<file path="src/rtl/word_packer.sv">
// word_packer: AXI-Stream width gearbox that packs narrow words into wide
// phrases. A frame end produces a partial phrase with a keep mask. A new
// frame that arrives before the phrase is full flushes the partial phrase
// first. A decoupled output register sustains one word per cycle.
module word_packer #(
  parameter int WORD_W = 16,
  parameter int WORDS  = 8,
  parameter int ORDER  = 0
) (
  input  logic                      clk_in,
  input  logic                      rst_n_in,
  input  logic                      valid_in,
  output logic                      ready_in,
  input  logic [WORD_W-1:0]         data_in,
  input  logic                      newframe_in,
  input  logic                      last_in,
  output logic                      valid_out,
  input  logic                      ready_out,
  output logic [WORD_W*WORDS-1:0]   data_out,
  output logic [WORDS-1:0]          keep_out,
  output logic                      tuser_out,
  output logic                      tlast_out,
  output logic                      frame_err_out
);

  localparam int CW = $clog2(WORDS);
  localparam logic [CW-1:0] LAST_IDX = CW'(WORDS - 1);

  logic [CW-1:0]           count;
  logic                    acc_tuser;
  logic [WORD_W-1:0]       slots [WORDS];

  logic                    slot_free;
  logic                    complete;
  logic                    nf_pending;
  logic                    flush_now;
  logic                    accept;
  logic                    load;
  logic [WORD_W-1:0]       lane_word;
  logic [WORD_W*WORDS-1:0] next_data;
  logic [WORDS-1:0]        next_keep;

  // Handshake decode: a truncating newframe word is held off until the partial phrase is flushed
  always_comb begin
    slot_free  = ~valid_out | ready_out;
    complete   = (count == LAST_IDX) | last_in;
    nf_pending = valid_in & newframe_in & (count != '0);
    flush_now  = nf_pending & slot_free;
    ready_in   = ~nf_pending & (slot_free | ((count != LAST_IDX) & ~last_in));
    accept     = valid_in & ready_in;
    load       = flush_now | (accept & complete);
  end

  // Phrase builder: stored slots, the incoming word at slot[count] unless flushing, zeros above
  always_comb begin
    next_data = '0;
    next_keep = '0;
    lane_word = '0;
    for (int i = 0; i < WORDS; i++) begin
      if (CW'(i) < count) begin
        lane_word    = slots[i];
        next_keep[i] = 1'b1;
      end else if ((CW'(i) == count) && !flush_now) begin
        lane_word    = data_in;
        next_keep[i] = 1'b1;
      end else begin
        lane_word    = '0;
      end
      if (ORDER == 0) begin
        next_data[i*WORD_W +: WORD_W] = lane_word;
      end else begin
        next_data[(WORDS-1-i)*WORD_W +: WORD_W] = lane_word;
      end
    end
  end

  // Slot storage: unfilled slots are masked by the builder, so no reset is needed
  always_ff @(posedge clk_in) begin
    if (accept && !complete) begin
      slots[count] <= data_in;
    end
  end

  // Accumulator fill level and frame-start flag of the phrase being built
  always_ff @(posedge clk_in or negedge rst_n_in) begin
    if (!rst_n_in) begin
      count     <= '0;
      acc_tuser <= 1'b0;
    end else if (flush_now) begin
      count     <= '0;
    end else if (accept) begin
      if (complete) begin
        count <= '0;
      end else begin
        count <= count + CW'(1);
        if (count == '0) begin
          acc_tuser <= newframe_in;
        end
      end
    end
  end

  // Output register: loads a completed or flushed phrase, otherwise drains on ready_out
  always_ff @(posedge clk_in or negedge rst_n_in) begin
    if (!rst_n_in) begin
      valid_out     <= 1'b0;
      data_out      <= '0;
      keep_out      <= '0;
      tuser_out     <= 1'b0;
      tlast_out     <= 1'b0;
      frame_err_out <= 1'b0;
    end else begin
      frame_err_out <= flush_now;
      if (load) begin
        valid_out <= 1'b1;
        data_out  <= next_data;
        keep_out  <= next_keep;
        if (flush_now) begin
          tuser_out <= acc_tuser;
          tlast_out <= 1'b1;
        end else begin
          tuser_out <= (count == '0) ? newframe_in : acc_tuser;
          tlast_out <= last_in;
        end
      end else if (ready_out) begin
        valid_out <= 1'b0;
      end
    end
  end

endmodule
</file>
<file path="config.mk">
export PLATFORM = sky130hd
export DESIGN_NAME = word_packer
export DESIGN_NICKNAME = d
export VERILOG_FILES = /design/src/rtl/word_packer.sv
export SDC_FILE = /design/constraint.sdc
export NUM_CORES = 1
export LEC_CHECK = 0
export CORE_MARGIN = 2
export CORE_UTILIZATION = 45
export DETAILED_ROUTE_END_ITERATION = 12
export GPL_TIMING_DRIVEN = 1
export HOLD_SLACK_MARGIN = 0.03
export MAX_ROUTING_LAYER = met4
export PLACE_DENSITY_LB_ADDON = 0.05
export SYNTH_ARGS = -nofsm -noshare
export SYNTH_HDL_FRONTEND = slang
export SYNTH_SLANG_ARGS = --single-unit
</file>
<file path="constraint.sdc">
create_clock -name clk_in -period 4.7 [get_ports clk_in]
set_clock_uncertainty 0.2 [all_clocks]
set_input_delay 0.705 -clock clk_in [delete_from_list [all_inputs] [get_ports clk_in]]
set_output_delay 0.705 -clock clk_in [all_outputs]
set_load 0.1 [all_outputs]
</file>
==> metrics.cfg <==
[final_layout]
synthToLayoutAreaGrowth_pct=23.7
layout_commonest_cell=sky130_fd_sc_hd__a21oi_1
n_antenna_cell=0
filler_instances=1856
postLayoutCoreUtil=0.569
share_of_cells_above_drive_strength_1=0.0791
layout_common_cells=sky130_fd_sc_hd__a21oi_1 (173), sky130_fd_sc_hd__clkdlybuf4s50_1 (160), sky130_fd_sc_hd__dfrtp_1 (144)
finalNetCount=992

[run_status]
run_status=complete, no violations

[sta]
period_needed_ns=3.57
maxSlewViolCount=0
worst_slew_margin_rel=0.247
achievable-frequency_mhz=280
worst_pin_slew_ns=1.13
layout_worst_path_cycle_share=0.760
setup_tns_ns=0
grt_setup_unrepaired=no
hold_violation_total_from_the_final_report=0
report.final.setup_viol=0

[synthesis]
post_synth.cell_area_avg_um2=12.2
yosysSeqAreaShare=0.669
syn_nets=877
synth-edff-count=112
yosys_warnings=0
synth_cells=851
most_used_flip_flop_cell_after_synthesis=sky130_fd_sc_hd__dfrtp_1
ys_async_sr_fraction=0.563
yosys_register_bits=256
post_synth_instance_area_um2=10400
ys_types=46

[pwr]
clock_power_share=0.220
pwr-share-seq=0.325
power.share.combinational=0.455
p_sw_mw=4.44
p_leak_nw=4.67
vdd_ir_drop_max_v=0.000464
power_report.internal_total_mw=4.74
power.switching_fraction=0.483
power_per_standard_cell_area_nw_per_um2=713

[critical_path]
critPathKind=reg -> out
worstSetupEndpointType=output pin
critical_path_required_ns=3.80
sort_of_element_at_the_start_of_the_critical_path=flip-flop
critical_path_peak_fanout=14
cp.arrival_ns=2.67

[clock_network]
clock_insertion_delay_worst_skew_ns=0.53
cts-root-buf=sky130_fd_sc_hd__clkbuf_16
tritoncts=built
cts_setup_buffers=0
cts.sink_count=256
h_tree_depth=1
cts_buffers=27
path_clk_slew_ns=0.06
post_cts_resize_count=0
cts_hold_buffers=0
cts-root-to-sink-buffers=3

[place]
finalWeightedCongestion=0.851
hpwl_reported_at_the_end_of_detailed_placement_um=17500
buffer_ports.inserted=162

[routing]
drt-pass1-iter-count=6
antenna_left=0
dr.first_iter.drc_count=652
drt_wl_total_um=29200
met3RoutedLength_um=2020
drc=0
route.vias.total=7654
m1WireLength_um=12900
wl_met2_um=13600
highest_layer=met4
detail_route.wl_per_cell_um=22.9
post_drt_via_cell_ratio=6.02

[die]
chipWidth_um=156
floorplan.rows=55
i_o_pin_count=163
fp.dieArea_um2=24400
fp.coreArea_um2=22600
start_util=0.460
die-height_um=156

[grt]
pin_count_of_the_biggest_net_entering_global_routing=120
global_route_wire_length_before_repair_um=45000
first_global_vias=7531
gr-usage-all-layers=0.247
grt_overflow=0
antenna_violations_before_repair=0

[run]
cap_violations=0

[worst_hold_path]
worst_hold_path_type=in -> async

-- critical path, stage by stage, from the launching register on --
cell and delay, ns:
sky130_fd_sc_hd__dfrtp_1 0.58, sky130_fd_sc_hd__inv_2 0.29, sky130_fd_sc_hd__ha_1 0.30, sky130_fd_sc_hd__nand2b_1 0.32
sky130_fd_sc_hd__a31oi_1 0.30, sky130_fd_sc_hd__buf_4 0.33
-- layout make-up --
class	instances	area, µm²	area share
sequential	256	6970	0.541
multi-input combinational	494	2910	0.226
timing repair buffer	180	1780	0.138
clock buffer	39	761	0.0591
tap	285	357	0.0277
clock inverter	10	73.8	0.00573
inverter	7	26.3	0.00204
-- cell families (layout without fill, tap and decap cells) --
family | count (synthesis) | after routing | synth area share
DFF | 256 | 256 | 0.669
AOI/OAI and AO/OA | 324 | 324 | 0.195
adders and majority gates | 4 | 4 | 0.00481
and+or+nand+nor | 164 | 164 | 0.0760
muxes | 2 | 2 | 0.00204
buffers and inverters | 101 | 236 | 0.0530
-- power groups by stage --
stage / registers [mW] / clock network, mW / logic, mW
floorplan: 5.37 / 0 / 0.777
global placement: 3.02 / 0 / 4.13
detailed placement: 3.02 / 0 / 4.18
CTS: 2.98 / 2.05 / 4.18
global route: 3.03 / 2.14 / 4.33
finish: 2.99 / 2.02 / 4.17
-- Yosys cell counts, drive strengths merged (2+ instances only) --
master | count | share of area
a21o | 2 | 0.0014
a21oi | 173 | 0.083
a22o | 18 | 0.015
a22oi | 48 | 0.035
a311oi | 2 | 0.0050
a31oi | 68 | 0.041
a41oi | 3 | 0.0069
and2 | 4 | 0.0029
and3 | 3 | 0.0023
buf | 84 | 0.047
clkbuf | 10 | 0.0038
dfrtp | 144 | 0.35
edfxtp | 112 | 0.32
ha | 4 | 0.0048
inv | 7 | 0.0025
nand2 | 71 | 0.026
nand2b | 4 | 0.0031
nand3 | 48 | 0.023
nand4 | 17 | 0.010
nor2 | 9 | 0.0042
nor2b | 2 | 0.0012
nor3 | 3 | 0.0014
o21ai | 4 | 0.0030
-- state kept, by name (all words and copies together), names as in the netlist --
name           flops
acc_tuser          1
keep_out           8
count              3
valid_out          1
tuser_out          1
tlast_out          1
frame_err_out      1
data_out         128
slots            112
-- final timing paths --
| kind | from | endpoint | slack [ns] | cells after the start |
|---|---|---|---|---|
| max | count[0] | ready_in | 1.13 | 5 |
| min | rst_n_in | data_out[116] | 0.08 | 1 |
| max reg2reg | count[0] | slots[6][11] | 1.42 | 6 |
| min reg2reg | keep_out[7] | keep_out[7] | 0.29 | 1 |
| max in group asynchronous | rst_n_in | keep_out[3] | 3.27 | 2 |
| min in group clk_in | keep_out[7] | keep_out[7] | 0.29 | 1 |
-- per-layer routing --
| layer | track usage | vias to the layer above |
|---|---|---|
| li1 | - | 3417 |
| met1 | 0.350 | 3852 |
| met2 | 0.374 | 330 |
| met3 | 0.0419 | 55 |
| met4 | 0.0616 | 0 |
| met5 | - | - |
-- per-stage QoR --
step           instances  cell area, µm²  worst slack, ns  hold WS, ns  total power, mW
2_1_floorplan        851           10400             1.08        0.209             6.15
3_3_place_gp        1222           12000             1.21        0.264             7.15
3_5_place_dp        1222           12000             1.11        0.284             7.19
4_1_cts             1271           12900             1.11        0.119             9.22
5_1_grt             1271           12900             1.00        0.163             9.49
6_report            1271           12900             1.13       0.0841             9.18
No activity file was read; power rests on OpenSTA's default activity.
